[src/rtl/header_block_rdr_pkg.sv]
// Shared types and constants for header_block_rdr: FSM states, header word offsets,
// identity field layout and field extraction helpers.
package header_block_rdr_pkg;

    typedef enum logic [2:0] {
        ST_IDLE   = 3'd0,
        ST_SETUP  = 3'd1,
        ST_ACCESS = 3'd2,
        ST_DONE   = 3'd3,
        ST_ERROR  = 3'd4
    } state_e;

    localparam logic [31:0] WORD0_OFF = 32'h0000_0000;
    localparam logic [31:0] WORD1_OFF = 32'h0000_0004;

    localparam int VER_LSB  = 0;
    localparam int REV_LSB  = 4;
    localparam int DATE_LSB = 12;

    localparam logic [31:0] VER_MASK  = 32'h0000_000f;
    localparam logic [31:0] REV_MASK  = 32'h0000_0ff0;
    localparam logic [31:0] DATE_MASK = 32'hffff_f000;

    localparam int VER_W  = 4;
    localparam int REV_W  = 8;
    localparam int DATE_W = 20;

    function automatic logic [VER_W-1:0] get_version(input logic [31:0] w);
        logic [31:0] t;
        t = (w & VER_MASK) >> VER_LSB;
        return t[VER_W-1:0];
    endfunction

    function automatic logic [REV_W-1:0] get_revision(input logic [31:0] w);
        logic [31:0] t;
        t = (w & REV_MASK) >> REV_LSB;
        return t[REV_W-1:0];
    endfunction

    function automatic logic [DATE_W-1:0] get_build_date(input logic [31:0] w);
        logic [31:0] t;
        t = (w & DATE_MASK) >> DATE_LSB;
        return t[DATE_W-1:0];
    endfunction

endpackage

[src/rtl/header_block_rdr.sv]
// APB initiator that reads the two-word header block and publishes decoded identity fields.
// Optional ACCESS-phase timeout is enabled with the HEADER_BLOCK_RDR_TIMEOUT_EN macro.
module header_block_rdr
    import header_block_rdr_pkg::*;
#(
    parameter int                ADDR_W      = 16,
    parameter logic [ADDR_W-1:0] BASE_ADDR   = ADDR_W'(16'h0000),
    parameter int                AUTO_START  = 1,
    parameter logic [31:0]       EXP_DRAWING = 32'h0800_0101,
    parameter logic [3:0]        EXP_VERSION = 4'h1,
    parameter int                TIMEOUT_CYC = 256
) (
    input  logic              clk_i,
    input  logic              rst_i,
    input  logic              start_i,
    output logic              m_psel_o,
    output logic              m_penable_o,
    output logic              m_pwrite_o,
    output logic [ADDR_W-1:0] m_paddr_o,
    input  logic [31:0]       m_prdata_i,
    input  logic              m_pready_i,
    input  logic              m_pslverr_i,
    output logic              busy_o,
    output logic              done_o,
    output logic              valid_o,
    output logic              err_o,
    output logic [31:0]       drawing_number_o,
    output logic [3:0]        version_o,
    output logic [7:0]        revision_o,
    output logic [19:0]       build_date_o,
    output logic              id_match_o
);

    state_e              state_q, state_d;
    logic                idx_q, idx_d;
    logic                auto_q, auto_d;
    logic [31:0]         word0_q, word0_d, word1_q, word1_d;
    logic                psel_q, psel_d, penable_q, penable_d;
    logic [ADDR_W-1:0]   paddr_q, paddr_d;
    logic                busy_q, busy_d, done_q, done_d;
    logic                valid_q, valid_d, err_q, err_d, match_q, match_d;
    logic [31:0]         draw_q, draw_d;
    logic [VER_W-1:0]    ver_q, ver_d;
    logic [REV_W-1:0]    rev_q, rev_d;
    logic [DATE_W-1:0]   date_q, date_d;
`ifdef HEADER_BLOCK_RDR_TIMEOUT_EN
    localparam int CNT_W = $clog2(TIMEOUT_CYC + 1);
    logic [CNT_W-1:0]    cnt_q, cnt_d;
`endif

    // Next-state, capture and registered-output decode
    always_comb begin
        state_d = state_q;
        idx_d   = idx_q;
        auto_d  = auto_q;
        word0_d = word0_q;
        word1_d = word1_q;
        valid_d = valid_q;
        err_d   = err_q;
        match_d = match_q;
        draw_d  = draw_q;
        ver_d   = ver_q;
        rev_d   = rev_q;
        date_d  = date_q;
`ifdef HEADER_BLOCK_RDR_TIMEOUT_EN
        cnt_d   = cnt_q;
`endif
        case (state_q)
            ST_IDLE: begin
                if (start_i || auto_q) begin
                    state_d = ST_SETUP;
                    idx_d   = 1'b0;
                    auto_d  = 1'b0;
                    valid_d = 1'b0;
                    err_d   = 1'b0;
                    match_d = 1'b0;
                end else begin
                    state_d = ST_IDLE;
                end
            end
            ST_SETUP: begin
                state_d = ST_ACCESS;
`ifdef HEADER_BLOCK_RDR_TIMEOUT_EN
                cnt_d   = '0;
`endif
            end
            ST_ACCESS: begin
                if (m_pready_i) begin
                    if (m_pslverr_i) begin
                        state_d = ST_ERROR;
                    end else if (idx_q == 1'b0) begin
                        word0_d = m_prdata_i;
                        idx_d   = 1'b1;
                        state_d = ST_SETUP;
                    end else begin
                        word1_d = m_prdata_i;
                        state_d = ST_DONE;
                    end
                end else begin
`ifdef HEADER_BLOCK_RDR_TIMEOUT_EN
                    if (cnt_q == CNT_W'(TIMEOUT_CYC - 1)) begin
                        state_d = ST_ERROR;
                    end else begin
                        cnt_d = cnt_q + CNT_W'(1);
                    end
`else
                    state_d = ST_ACCESS;
`endif
                end
            end
            ST_DONE: begin
                // Publish only from the registered captures of a fully good sequence
                state_d = ST_IDLE;
                valid_d = 1'b1;
                draw_d  = word0_q;
                ver_d   = get_version(word1_q);
                rev_d   = get_revision(word1_q);
                date_d  = get_build_date(word1_q);
                match_d = (word0_q == EXP_DRAWING) && (get_version(word1_q) == EXP_VERSION);
            end
            ST_ERROR: begin
                state_d = ST_IDLE;
                err_d   = 1'b1;
            end
            default: begin
                state_d = ST_IDLE;
            end
        endcase

        psel_d    = (state_d == ST_SETUP) || (state_d == ST_ACCESS);
        penable_d = (state_d == ST_ACCESS);
        busy_d    = (state_d != ST_IDLE);
        done_d    = (state_d == ST_DONE) || (state_d == ST_ERROR);
        if (state_d == ST_SETUP) begin
            paddr_d = BASE_ADDR + ADDR_W'(idx_d ? WORD1_OFF : WORD0_OFF);
        end else begin
            paddr_d = paddr_q;
        end
    end

    // State and output registers with synchronous reset
    always_ff @(posedge clk_i) begin
        if (rst_i) begin
            state_q   <= ST_IDLE;
            idx_q     <= 1'b0;
            auto_q    <= (AUTO_START != 0);
            word0_q   <= 32'h0;
            word1_q   <= 32'h0;
            psel_q    <= 1'b0;
            penable_q <= 1'b0;
            paddr_q   <= '0;
            busy_q    <= 1'b0;
            done_q    <= 1'b0;
            valid_q   <= 1'b0;
            err_q     <= 1'b0;
            match_q   <= 1'b0;
            draw_q    <= 32'h0;
            ver_q     <= '0;
            rev_q     <= '0;
            date_q    <= '0;
`ifdef HEADER_BLOCK_RDR_TIMEOUT_EN
            cnt_q     <= '0;
`endif
        end else begin
            state_q   <= state_d;
            idx_q     <= idx_d;
            auto_q    <= auto_d;
            word0_q   <= word0_d;
            word1_q   <= word1_d;
            psel_q    <= psel_d;
            penable_q <= penable_d;
            paddr_q   <= paddr_d;
            busy_q    <= busy_d;
            done_q    <= done_d;
            valid_q   <= valid_d;
            err_q     <= err_d;
            match_q   <= match_d;
            draw_q    <= draw_d;
            ver_q     <= ver_d;
            rev_q     <= rev_d;
            date_q    <= date_d;
`ifdef HEADER_BLOCK_RDR_TIMEOUT_EN
            cnt_q     <= cnt_d;
`endif
        end
    end

    assign m_psel_o         = psel_q;
    assign m_penable_o      = penable_q;
    assign m_pwrite_o       = 1'b0;
    assign m_paddr_o        = paddr_q;
    assign busy_o           = busy_q;
    assign done_o           = done_q;
    assign valid_o          = valid_q;
    assign err_o            = err_q;
    assign id_match_o       = match_q;
    assign drawing_number_o = draw_q;
    assign version_o        = ver_q;
    assign revision_o       = rev_q;
    assign build_date_o     = date_q;

endmodule

[config.mk]
export PLATFORM = sky130hd
export DESIGN_NAME = header_block_rdr
export DESIGN_NICKNAME = d
export VERILOG_FILES = /design/src/rtl/header_block_rdr_pkg.sv /design/src/rtl/header_block_rdr.sv
export SDC_FILE = /design/constraint.sdc
export NUM_CORES = 1
export LEC_CHECK = 0
export BUFFER_PORTS_ARGS = -buffer_cell sky130_fd_sc_hd__clkbuf_2
export CAP_MARGIN = 10
export CORE_UTILIZATION = 45
export DETAILED_ROUTE_END_ITERATION = 10
export PLACE_DENSITY = 0.8
export SYNTH_ARGS = -nofsm -noshare
export SYNTH_HDL_FRONTEND = slang
export SYNTH_SLANG_ARGS = --single-unit
export TNS_END_PERCENT = 20
[constraint.sdc]
create_clock -name clk_i -period 1.7 [get_ports clk_i]
set_clock_uncertainty 0.1 [all_clocks]
set_input_delay 0 -clock clk_i [delete_from_list [all_inputs] [get_ports clk_i]]
set_output_delay 0 -clock clk_i [all_outputs]
set_load 0.02 [all_outputs]
After elaboration in Yosys (flattened, before gate mapping):

Cells that the tools add are included.

* register bits after elaboration: 156
* latch bits: 0
* memory bits (writable): 0
* ROM bits: 0
* input port bits: 37
* logic and storage cells: 57
* memories kept: 0

* add/subtract/negate cells: 0
* multiply operators: 0
* divide/modulo/power cells: 0
* $lt $le $gt $ge: 0
* equality and inequality tests: 11
* shift operators: 0
* muxes and demuxes: 14
* bitwise operators: 2
* reductions and logical operators: 13

Operators with widths (count)
* 32-bit by 28-bit == test with 1-bit output (second input constant): 1
* 3-bit by 2-bit == test with 1-bit output (second input constant): 4
* 3-bit two-way mux: 3
* 3-bit one-hot mux with 3 select lines: 1
* 1-bit one-hot mux with 2 select lines: 4
* 4-bit AND reduction: 2
* 3-bit by 1-bit == test with 1-bit output (second input constant): 2
* 3-bit == test (second input constant): 2
* 2-bit AND reduction: 3
* 1-bit two-way mux: 5
* 4-bit by 1-bit == test with 1-bit output (second input constant): 1
* 2-bit nonzero test: 2
* 3-bit logical NOT: 1
* 1-bit logical OR: 3
* 3-bit nonzero test: 1
* 2-bit two-way mux: 1
* 2-bit != test (second input constant): 1
* 1-bit NOT: 2
* 1-bit logical AND: 1

Longest topological paths before layout:

Gate-level depths: netlist (run 1).

* depth in word-level cells: 6
* depth in mapped cells: 6
* mapped depth without buffers: 4

Worst setup path before layout (run 1):

No wires, ideal clock.

* path type: register to register
* from: register state_q[2]
* to: register word0_q[10]
* arrival: 1.295 ns
* required time: 1.468 ns
* path slack: 0.173 ns
* stages on the path, launching flop included: 7
* buffers on the path: 2
* period minus slack after synthesis: 1.527 ns
* cell sequence: dfxtp_1 -> nand4bb_4 -> or3_1 -> clkbuf_1 -> buf_2 -> nand2_1 -> a21oi_1

* longest elaborated chain between the ends: 2

RTL lines
* start, declared: line header_block_rdr.sv:34 `state_e state_q, state_d;`
* start signal, assigned: line header_block_rdr.sv:165 `state_q <= state_d;`
* 3-bit by 2-bit == test with 1-bit output: line header_block_rdr.sv:68 `case (state_q)`
* 4-bit AND reduction (no source line)
* end signal, assigned: line header_block_rdr.sv:168 `word0_q <= word0_d;`
* end, declared: line header_block_rdr.sv:37 `logic [31:0] word0_q, word0_d, word1_q, word1_d;`

No other way between the ends.
A chain may end at the register's enable or synchronous reset.

Final worst setup path (run 1):

* from: register state_q[2]
* to: register word0_q[8]

The elaborated chain is that of the path after synthesis.

==> impl_summary.txt, run 1 <==
----------------------------------------------------
[Status]
  Outcome ... finished, final reports clean

[GRT]
  Overflow left after global routing ... 0
  Met1 usage in global routing ... between 20 and 30%
  Global Route Usage Sum ... between 20% and 30%
  Antenna violations before repair ... 0
  Global-route wire length before repair ... around 20 mm
  Most Crowded Layer GR ... met2
  GR met3 Demand/Resource ... ~5.6%
  Vias in the first global route ... approximately 4,100
  Global-route track usage on met2 ... between 30% and 40%
  Maximum number of pins on one net before global-route repair ... about 140

[Finish]
  FILL cells ... between 900 and 1,000
  Number of nets in the layout ... around 810
  Area taken by multi-input logic gates ... between 0.002 and 0.0025 sq mm
  Diode insertion count for antenna repair ... 0
  Fraction of final layout cells with drive strength greater than 1 ... around a fifth
  Area growth, synth to finish ... 32.9%
  Sequential cell area in the final layout ... 0.00283 sq mm
  Layout Cell Area excl Fill ... slightly below 0.007 sq mm

[Setup path]
  Worst reg2reg path depth ... 5
  Largest fanout on the critical path ... 32
  Type of element capturing the critical path ... flip-flop
  Critical R2R Capture ... word0_q[8]$_SDFFE_PP0P_
  Slack of the worst reg-to-reg path ... around 0.065 ns
  Crit path DAT ... about 1.8 ns
  Data required time of the critical path ... 1.86 ns
  Reg-to-reg startpoint ... state_q[2]$_SDFF_PP0_
  Launching element type of the critical path ... flip-flop
  Type of the worst setup path ... flip-flop to flip-flop

[CTS]
  Later-pin clock latency in the skew report ... about 0.41 ns
  CTS Root Cell ... sky130_fd_sc_hd__clkbuf_16
  Clock tree from TritonCTS ... built
  CTS max path bufs ... 2
  Clock buffer count from CTS ... 17
  Total number of clock tree sinks ... ~140
  Post-CTS clock slew at the launch and capture registers of the worst setup and hold paths ... around 0.06 ns
  Level count of the clock H-tree ... 4
  Number of buffers inserted to repair setup after CTS ... 0

[Synthesis]
  Number of warning messages in the yosys log ... 0
  Average cell area after synthesis ... around 8.0 sq um
  Ys async rst share ... 0%
  Number of distinct library cells after synthesis ... 33
  Sequential share of the synthesized area ... ~55%
  #FFs+latches synth ... 141
  Count of flip-flops with a built-in enable after synthesis ... 0
  Number of instances in the synthesized netlist ... roughly 640
  Post-synthesis cell area ... around 0.005 sq mm
  Most common flop cell mapped by yosys ... sky130_fd_sc_hd__dfxtp_1

[Power and ir drop]
  Power density relative to cell area ... about 1200 mW/mm^2
  Lkg Pwr ... around 2.6 nW
  Maximum vdd drop ... 0.805 mV

[Timing]
  Total count of hold-check failures in the final report ... 0
  Number of failing setup endpoints in the final timing report ... 0
  Time the worst path needs with I/O delays and setup ... around 1.6 ns
  Count of final max-slew check failures ... 0
  Part of the cycle the worst path needs ... 96.2%
  Actual slew at the worst max-slew pin ... roughly 0.6 ns
  Worst slew margin ... 59.1%
  Final Hold Slack ... roughly 0.28 ns
  Highest clock frequency the design can meet ... just over 0.6 GHz

[Worst hold path]
  Hold Path Depth ... 4
  Endpoint, Worst Hold ... word0_q[16]$_SDFFE_PP0P_
  Launch point of the worst hold path ... m_prdata_i[16]
  Type of the most critical hold path ... input pin to flip-flop

[Floorplan]
  Die area ... approximately 0.012 sq mm
  Horiz. Die Dim ... ~110 microns
  Total core area ... 0.0110 sq mm
  I/O pins ... between 100 and 150
  Starting density of the core ... between 40 and 50%
  Die height ... between 100 and 150 microns
  Cell Rows ... 38

[Routing]
  First drt pass iteration count ... 5
  Starting DRC count in detailed routing ... around 340
  # DRC ... 0
  Drt via density ... 5.02
  Vias ... between 4,000 and 5,000
  Number of routed nets with antenna violations ... 0
  Detail-routed net length per standard cell ... roughly 14 microns
  Overall routed net length ... about 13 mm

[Place]
  Sum of net half-perimeters after detailed placement ... between 7 and 8 mm
  Port Buf Inserts ... ~110
  Standard cell area after detailed placement ... between 0.005 and 0.006 sq mm
  Final GP Congestion ... between 0.8 and 0.9

[Flow run]
  Number of max-capacitance violations reported ... 0

----------------------------------------------------
-- critical path, stage by stage (launching register included) --
cell,delay [ns]
sky130_fd_sc_hd__dfxtp_2,0.37
sky130_fd_sc_hd__nand4bb_4,0.28
sky130_fd_sc_hd__or3_1,0.38
sky130_fd_sc_hd__buf_12,0.19
sky130_fd_sc_hd__nand2_1,0.08
sky130_fd_sc_hd__a21oi_1,0.07
-- sequential cells by signal (all words and copies together), names as in the netlist --
| register | cells |
|---|---|
| auto_q | 1 |
| build_date_o | 20 |
| busy_o | 1 |
| done_o | 1 |
| drawing_number_o | 32 |
| err_o | 1 |
| id_match_o | 1 |
| idx_q | 1 |
| m_paddr_o | 1 |
| m_penable_o | 1 |
| m_psel_o | 1 |
| revision_o | 8 |
| state_q | 3 |
| valid_o | 1 |
| version_o | 4 |
| word0_q | 32 |
| word1_q | 32 |
-- cell usage after synthesis, types with 2 or more instances --
cell	instances	area, sq um
sky130_fd_sc_hd__nor3_1	3	15.0
sky130_fd_sc_hd__a21oi_1	134	671
sky130_fd_sc_hd__o21ai_1	2	10.0
sky130_fd_sc_hd__inv_1	2	7.51
sky130_fd_sc_hd__clkbuf_1	18	67.6
sky130_fd_sc_hd__buf_2	17	85.1
sky130_fd_sc_hd__nand4_1	2	12.5
sky130_fd_sc_hd__dfxtp_1	141	2820
sky130_fd_sc_hd__buf_6	3	33.8
sky130_fd_sc_hd__nor2_1	10	37.5
sky130_fd_sc_hd__o21bai_1	3	22.5
sky130_fd_sc_hd__nand2_1	261	980
sky130_fd_sc_hd__nor4b_1	4	35.0
sky130_fd_sc_hd__buf_4	17	128
sky130_fd_sc_hd__nand2b_1	2	12.5
sky130_fd_sc_hd__nor4_1	4	25.0
sky130_fd_sc_hd__buf_1	4	15.0
-- cell families after synthesis --
| group | after synthesis | synth area share (%) |
|---|---|---|
| and+or+nand+nor | 297 | 23.8 |
| AOI/OAI and AO/OA | 143 | 14.4 |
| DFF | 141 | 55.2 |
| buffers and inverters | 61 | 6.58 |
| other | 1 | 0.0733 |
-- area by class of cell --
class / count / area share, %
clock inverter: 10 / 2.71
sequential: 141 / 41.6
timing repair buffer: 157 / 15.5
clock buffer: 21 / 7.07
inverter: 2 / 0.110
tap: 140 / 2.58
multi-input combinational: 456 / 30.5
-- layout by cell type, fill, tap and decap left out, drive strengths merged --
cell,instances
nand2,261
dfxtp,141
a21oi,134
clkbuf,128
dlygate4sd3,36
conb,16
buf,14
nor2,10
bufinv,5
nor3,4
nor4,4
nor4b,4
o21bai,3
inv,3
o21ai,2
nand2b,2
nand4,2
clkinvlp,2
clkinv,2
and4bb,1
and3,1
nand3,1
nand4bb,1
or3,1
or2,1
nor2b,1
or2b,1
nand3b,1
o2bb2ai,1
a31oi,1
a221oi,1
a22oi,1
or4,1
-- metrics by stage --
stage	setup TNS, ns	utilization [%]	total power [mW]	worst slack [ns]	instances
3_3_place_gp	-0.0114	52.0	3.82	-0.0114	860
3_5_place_dp	0	52.0	3.82	0.0117	860
6_report	0	61.9	7.95	0.0653	927
5_1_grt	-0.000228	61.9	8.22	-0.000228	927
2_1_floorplan	0	-	3.70	0.173	658
4_1_cts	0	61.4	8.01	0.0136	927
-- routing by layer --
layer / share of wire [%] / vias up
met1: 45 / 2151
met2: 48 / 158
met4: 1.2 / 0
li1: - / 2333
met5: 0 / -
met3: 5.8 / 13
-- how the worst max path moves through the flow --
| stage | start | end | slack [ns] | cells after the start |
|---|---|---|---|---|
| final | state_q[2]$_SDFF_PP0_ | word0_q[8]$_SDFFE_PP0P_ | 0.07 | 5 |
| after global routing | state_q[1]$_SDFF_PP0_ | id_match_o$_SDFFE_PP0P_ | -0.0002 | 4 |
| after CTS | state_q[1]$_SDFF_PP0_ | id_match_o$_SDFFE_PP0P_ | 0.01 | 4 |
| after detailed placement | state_q[2]$_SDFF_PP0_ | word0_q[8]$_SDFFE_PP0P_ | 0.01 | 5 |
| after global placement | word0_q[5]$_SDFFE_PP0P_ | id_match_o$_SDFFE_PP0P_ | -0.01 | 4 |
| after floorplan | state_q[2]$_SDFF_PP0_ | word0_q[10]$_SDFFE_PP0P_ | 0.17 | 6 |
-- power breakdown --
| group | switching, mW | internal, mW |
|---|---|---|
| sequential | 0.0339 | 3.35 |
| clock | 1.37 | 2.75 |
| combinational | 0.285 | 0.172 |
-- what timing repair did --
item	in CTS	in global routing
endpoints found under the hold margin	72	0
endpoints found under the setup margin	2	80
hold buffers	36	0
gates resized for setup	2	12
Note: power is estimated with default switching activity, not from simulation.
==> inputs of run 2 (changes only) <==
Settings changed: PLACE_DENSITY 0.8 to not set, PLACE_DENSITY_LB_ADDON set to 0.1.
Clock period 1.7 ns to 1.88 ns, I/O delays scaled along.
==> run 2 against run 1 <==
Clock-buffer cell count fell by 2. Power fell by 9.2%. Hold slack improved by 0.0057 ns. Highest routed layer unchanged.
==> impl_summary.txt, run 2 (synthesis gave the netlist of run 1 again) <==
----------------------------------------------------
[Status]
  Outcome ... finished, final reports clean

[Floorplan]
  Die area ... 0.0118 sq mm (unchanged)
  I/O pins ... 125 (unchanged)
  Total core area ... 0.0110 sq mm (unchanged)
  Horiz. Die Dim ... 109 microns (unchanged)
  Starting density of the core ... 46.6% (unchanged)
  Cell Rows ... 38 (unchanged)
  Die height ... 109 microns (unchanged)

[Power and ir drop]
  Net switching power ... 1.51 mW (-11%)
  Total internal power ... 5.71 mW (-8.9%)
  Power density relative to cell area ... 1070 mW/mm^2 (-8.3%)
  Clock share of power ... 52.2% (+0.4 points)
  Maximum vdd drop ... 0.772 mV (-4.0%)
  Share of total power consumed by net switching ... 20.9% (-0.30 points)
  Sequential share of power ... 42.3% (-0.2 points)
  Post-layout power ... 7.22 mW (-9.2%)
  Comb pwr share ... 5.5% (-0.2 points)
  Lkg Pwr ... 2.57 nW (-0.59%)

[Timing]
  Setup tns final ... 0 ns (unchanged)
  Setup repair after global routing missed its margin ... no
  Actual slew at the worst max-slew pin ... 0.572 ns (-0.0376 ns)
  Number of failing setup endpoints in the final timing report ... 0 (unchanged)
  Time the worst path needs with I/O delays and setup ... 1.74 ns (+0.101 ns)
  Count of final max-slew check failures ... 0 (unchanged)
  Highest clock frequency the design can meet ... 0.576 GHz (-5.8%)
  Total count of hold-check failures in the final report ... 0 (unchanged)
  Part of the cycle the worst path needs ... 92.3% (-3.8 points)
  Worst slew margin ... 61.8% (+2.8 points)

[CTS]
  Later-pin clock latency in the skew report ... 0.42 ns (about the same)
  CTS max path bufs ... 2 (unchanged)
  Clock buffer count from CTS ... 17 (unchanged)
  Clock tree from TritonCTS ... built
  Level count of the clock H-tree ... 4 (unchanged)
  CTS Root Cell ... sky130_fd_sc_hd__clkbuf_16
  Post-CTS clock slew at the launch and capture registers of the worst setup and hold paths ... 0.06 ns (about the same)
  Total number of clock tree sinks ... 141 (unchanged)
  Number of buffers inserted to repair setup after CTS ... 0 (unchanged)

[GRT]
  Global Route Usage Sum ... 21.9% (-0.63 points)
  Maximum number of pins on one net before global-route repair ... 139 (unchanged)
  Overflow left after global routing ... 0 (unchanged)
  Vias in the first global route ... 4,138 (-0.12%)
  Global-route wire length before repair ... 20.0 mm (-2.2%)
  Antenna violations before repair ... 0 (unchanged)

[Setup path]
  Worst reg2reg path depth ... 5 (unchanged)
  Worst-path cell with the longest stage delay ... sky130_fd_sc_hd__dfxtp_1
  Slack of the worst reg-to-reg path ... 0.14 ns (+0.08 ns)
  Launching element type of the critical path ... flip-flop
  Largest delay share family, worst path ... simple AND/OR/NAND/NOR gates
  Type of element capturing the critical path ... flip-flop
  Reg-to-reg startpoint ... state_q[1]$_SDFF_PP0_
  Crit path largest cell delay ... 0.46 ns (+0.08 ns)
  Largest fanout on the critical path ... 21 (-34%)
  Data required time of the critical path ... 2.12 ns (+0.26 ns)
  CP bufs+invs ... 1 (unchanged)
  Type of the worst setup path ... flip-flop to flip-flop
  Instance count on the critical path ... 5 (unchanged)
  Crit path DAT ... 1.98 ns (+0.18 ns)
  Critical R2R Capture ... word1_q[7]$_SDFFE_PP0P_
  Cell Chain, Critical Path ... and4bb_1, and3_1, buf_4, nand2_1, a21oi_1

[Routing]
  # DRC ... 0 (unchanged)
  Routed length on met1 ... 5.91 mm (+3.1%)
  Overall routed net length ... 12.5 mm (-2.3%)
  Max Used Layer ... met4
  Drt via density ... 4.97 (-1.1%)
  Number of routed nets with antenna violations ... 0 (unchanged)
  First drt pass iteration count ... 5 (unchanged)
  Vias ... 4,604 (-1.1%)
  Routed length on met2 ... 5.89 mm (-4.8%)
  Starting DRC count in detailed routing ... 243 (-29%)
  Met3 layer wire length in the routed design ... 583 microns (-22%)
  Detail-routed net length per standard cell ... 13.5 microns (-2.3%)

[Place]
  Port Buf Inserts ... 108 (unchanged)
  Final GP Congestion ... 0.774 (-6.7%)
  Sum of net half-perimeters after detailed placement ... 8.05 mm (+3.4%)

[Finish]
  Fraction of final layout cells with drive strength greater than 1 ... 19.9% (-0.89 points)
  Diode insertion count for antenna repair ... 0 (unchanged)
  Area taken by multi-input logic gates ... 0.00203 sq mm (-1.8%)
  Area growth, synth to finish ... 31.5%
  Commonest cells after routing, fill and taps aside ... sky130_fd_sc_hd__nand2_1 (261), sky130_fd_sc_hd__dfxtp_1 (141), sky130_fd_sc_hd__a21oi_1 (134)
  Number of nets in the layout ... 811 (-0.12%)
  FILL cells ... 999 (+5.5%)
  Sequential cell area in the final layout ... 0.00282 sq mm (-0.13%)
  Leading cell type in the layout, fill and taps excluded ... sky130_fd_sc_hd__nand2_1

[Worst hold path]
  Launch point of the worst hold path ... m_prdata_i[28]
  Endpoint, Worst Hold ... word1_q[28]$_SDFFE_PP0P_
  Type of the most critical hold path ... input pin to flip-flop
  Hold Path Depth ... 4 (unchanged)

[Flow run]
  Number of max-capacitance violations reported ... 0 (unchanged)

----------------------------------------------------
run 2: metal layers:
metal / GRT usage (%) / vias to the layer above
met5: 0 / -
met4: 8.11 / 0
met3: 4.96 / 14
met2: 34.9 / 129
met1: 29.1 / 2131
li1: - / 2330
run 2: power groups by stage:
stage               registers (mW)  logic, mW  clock network (mW)
floorplan                     3.13      0.220                   0
global placement              3.12      0.333                   0
detailed placement            3.12      0.335                   0
CTS                           3.05      0.395                3.82
global route                  3.06      0.435                3.95
finish                        3.05      0.396                3.77
run 2: cell type report:
type                       count  area share [%]
sequential                   141            41.9
timing repair buffer         156            15.1
inverter                       2           0.112
multi-input combinational    456            30.2
clock buffer                  19            6.73
tap                          140            2.60
clock inverter                13            3.24
run 2: worst min-delay path: cells and delay by family:
kind            cells  cell delay (ns)
buf+inv             2             0.66
simple gates        1             0.05
compound gates      1             0.05
run 2: worst max path at each step:
stage                                 start                  endpoint  slack [ns]
floorplan             state_q[2]$_SDFF_PP0_  word0_q[10]$_SDFFE_PP0P_        0.35
global placement    word0_q[5]$_SDFFE_PP0P_   id_match_o$_SDFFE_PP0P_        0.13
detailed placement  word0_q[5]$_SDFFE_PP0P_   id_match_o$_SDFFE_PP0P_        0.14
CTS                 word0_q[5]$_SDFFE_PP0P_   id_match_o$_SDFFE_PP0P_        0.11
global route          state_q[2]$_SDFF_PP0_   word0_q[7]$_SDFFE_PP0P_        0.07
finish                state_q[1]$_SDFF_PP0_   word1_q[7]$_SDFFE_PP0P_        0.14
run 2: through the flow:
stage / utilization, % / worst slack (ns) / hold slack, ns / instances / instance area, sq um
2_1_floorplan: - / 0.353 / 0.0360 / 658 / 5170
3_3_place_gp: 51.8 / 0.126 / 0.142 / 859 / 5690
3_5_place_dp: 51.8 / 0.141 / 0.151 / 859 / 5690
4_1_cts: 61.2 / 0.106 / 0.265 / 927 / 6720
5_1_grt: 61.3 / 0.0659 / 0.282 / 927 / 6730
6_report: 61.3 / 0.144 / 0.283 / 927 / 6730
run 2: timing repair:
| item | in CTS | in global routing |
|---|---|---|
| hold buffers | 36 | 0 |
| gates resized for setup | 0 | 1 |
| endpoints found under the hold margin | 72 | 0 |
| endpoints found under the setup margin | 0 | 1 |
==> inputs of run 3 (changes only) <==
Settings changed: PLACE_DENSITY set to 0.74, PLACE_DENSITY_LB_ADDON 0.1 to not set.
==> run 3 against run 2 <==
Register-to-register slack barely moved. Non-clock buffer count unchanged. Hold slack worse by 0.011 ns. Sequential cell count did not move. Sequential power barely moved. Via count decreased by 0.83%. Power is 2.3% lower. Cell count unchanged. Critical endpoint is now drawing_number_o[3]$_SDFFE_PP0P_.
==> impl_summary.txt, run 3 (synthesis gave the netlist of run 1 again) <==
----------------------------------------------------
[Floorplan]
  Horiz. Die Dim ... 109 microns (unchanged)
  Die height ... 109 microns (unchanged)
  Starting density of the core ... 46.6% (unchanged)
  I/O pins ... 125 (unchanged)
  Cell Rows ... 38 (unchanged)
  Total core area ... 0.0110 sq mm (unchanged)
  Die area ... 0.0118 sq mm (unchanged)

[Place]
  Port Buf Inserts ... 108 (unchanged)
  Standard cell area after detailed placement ... 0.00569 sq mm (unchanged)
  Pre-CTS setup slack ... 0.154 ns (+0.0136 ns)
  Sum of net half-perimeters after detailed placement ... 8.16 mm (+1.4%)
  Placed Cells incl. Taps ... 859 (unchanged)
  Final GP Congestion ... 0.780 (+0.80%)

[Timing]
  Fin worst setup slack ... 0.137 ns (-0.00718 ns)
  Worst slew margin ... 60.8% (-1.0 points)
  Setup tns final ... 0 ns (unchanged)
  Count of final max-slew check failures ... 0 (unchanged)
  Setup repair after global routing missed its margin ... no
  Final Hold Slack ... 0.272 ns (-0.0108 ns)
  Actual slew at the worst max-slew pin ... 0.588 ns (+0.0152 ns)
  Time the worst path needs with I/O delays and setup ... 1.74 ns (+0.00718 ns)
  Number of failing setup endpoints in the final timing report ... 0 (unchanged)
  Highest clock frequency the design can meet ... 0.574 GHz (-0.41%)
  Total count of hold-check failures in the final report ... 0 (unchanged)
  Part of the cycle the worst path needs ... 92.7% (+0.38 points)

[GRT]
  Overflow left after global routing ... 0 (unchanged)
  Vias in the first global route ... 4,164 (+0.63%)
  Global-route track usage on met2 ... 35.5% (+0.68 points)
  Met1 usage in global routing ... 29.1% (about the same)
  GR met3 Demand/Resource ... 6.75% (+1.8 points)
  Most Crowded Layer GR ... met2
  Maximum number of pins on one net before global-route repair ... 139 (unchanged)
  Global-route wire length before repair ... 20.1 mm (+0.83%)
  Antenna violations before repair ... 0 (unchanged)
  Global Route Usage Sum ... 22.4% (+0.43 points)

[Routing]
  Drt via density ... 4.93 (-0.83%)
  # DRC ... 0 (unchanged)
  Number of routed nets with antenna violations ... 0 (unchanged)
  Vias ... 4,566 (-0.83%)
  First drt pass iteration count ... 5 (unchanged)
  Detail-routed net length per standard cell ... 13.6 microns (+0.66%)
  Starting DRC count in detailed routing ... 259 (+6.6%)
  Overall routed net length ... 12.6 mm (+0.66%)

[CTS]
  CTS max path bufs ... 2 (unchanged)
  Total number of clock tree sinks ... 141 (unchanged)
  Later-pin clock latency in the skew report ... 0.42 ns (about the same)
  CTS Root Cell ... sky130_fd_sc_hd__clkbuf_16
  Level count of the clock H-tree ... 4 (unchanged)
  Clock tree from TritonCTS ... built
  Post-CTS clock slew at the launch and capture registers of the worst setup and hold paths ... 0.06 ns (about the same)
  Post-cts gate resize count ... 0 (unchanged)
  Clock buffer count from CTS ... 17 (unchanged)
  Number of buffers inserted to repair setup after CTS ... 0 (unchanged)

[Power and ir drop]
  Power density relative to cell area ... 1050 mW/mm^2 (-1.8%)
  Post-layout power ... 7.06 mW (-2.3%)
  Maximum vdd drop ... 0.622 mV (-19%)
  Lkg Pwr ... 2.55 nW (-0.86%)

[Finish]
  Area growth, synth to finish ... 30.8%
  Post-route core utilization ... 61.0% (-0.31 points)
  Commonest cells after routing, fill and taps aside ... sky130_fd_sc_hd__nand2_1 (261), sky130_fd_sc_hd__dfxtp_1 (141), sky130_fd_sc_hd__a21oi_1 (134)
  Number of nets in the layout ... 811 (unchanged)
  Fraction of final layout cells with drive strength greater than 1 ... 19.7% (-0.25 points)
  Diode insertion count for antenna repair ... 0 (unchanged)
  Non-filler instance count after layout ... 927 (unchanged)
  Leading cell type in the layout, fill and taps excluded ... sky130_fd_sc_hd__nand2_1
  FILL cells ... 968 (-3.1%)
  Layout Cell Area excl Fill ... 0.00670 sq mm (-0.50%)

[Setup path]
  Launching element type of the critical path ... flip-flop
  Data required time of the critical path ... 2.05 ns (-0.07 ns)
  Critical path origin ... state_q[1]$_SDFF_PP0_
  Crit path DAT ... 1.92 ns (-0.06 ns)
  Largest delay share family, worst path ... simple AND/OR/NAND/NOR gates
  Most frequent cell on the critical path ... sky130_fd_sc_hd__nand2_1
  Crit path largest cell delay ... 0.47 ns (about the same)
  Type of element capturing the critical path ... flip-flop
  Reg-to-reg startpoint ... state_q[1]$_SDFF_PP0_
  Worst-path cell with the longest stage delay ... sky130_fd_sc_hd__dfxtp_1
  Slack of the worst reg-to-reg path ... 0.14 ns (about the same)
  CP bufs+invs ... 1 (unchanged)
  Cell Chain, Critical Path ... nand2_1, or2_2, buf_4, nand2_1, a21oi_1
  Largest fanout on the critical path ... 55 (+160%)
  Type of the worst setup path ... flip-flop to flip-flop

[Worst hold path]
  Type of the most critical hold path ... input pin to flip-flop
  Launch point of the worst hold path ... m_prdata_i[23]

[Status]
  Outcome ... finished, final reports clean

[Flow run]
  Number of max-capacitance violations reported ... 0 (unchanged)

----------------------------------------------------
[run 3: area by class of cell]
cell class	count	area [sq um]	area share, %
Sequential cell	141	2820	42.2
Multi-Input combinational cell	456	2030	30.3
Timing Repair Buffer	156	1020	15.2
Inverter	2	7.51	0.112
Tap cell	140	175	2.62
Clock inverter	10	159	2.37
Clock buffer	22	484	7.23
[run 3: worst reg2reg max path, cell delays in order (launching register included)]
cell and delay [ns]:
sky130_fd_sc_hd__dfxtp_1 0.47, sky130_fd_sc_hd__nand2_1 0.16, sky130_fd_sc_hd__or2_2 0.32, sky130_fd_sc_hd__buf_4 0.31, sky130_fd_sc_hd__nand2_1 0.17, sky130_fd_sc_hd__a21oi_1 0.07
[run 3: final timing paths]
| path | endpoint | cells past startpoint |
|---|---|---|
| max | drawing_number_o[3]$_SDFFE_PP0P_ | 5 |
| min | word1_q[23]$_SDFFE_PP0P_ | 4 |
| max reg2reg | drawing_number_o[3]$_SDFFE_PP0P_ | 5 |
| min reg2reg | drawing_number_o[5]$_SDFFE_PP0P_ | 2 |
[run 3: layer usage]
layer  up-vias  routed length (microns)
li1       2324                        -
met1      2098                     5870
met2       135                     5940
met3         9                      696
met4         0                       94
met5         -                        0
[run 3: timing repair]
item / CTS / global route
endpoints found under the setup margin: 0 / 0
hold endpoints to repair: 72 / 0
hold buffers: 36 / 0
[run 3: power by group]
part           switching [mW]  internal [mW]  leakage (nW)
sequential             0.0286           3.03          1.14
combinational           0.252          0.147          1.10
clock                    1.25           2.36         0.313
total                    1.53           5.53          2.55
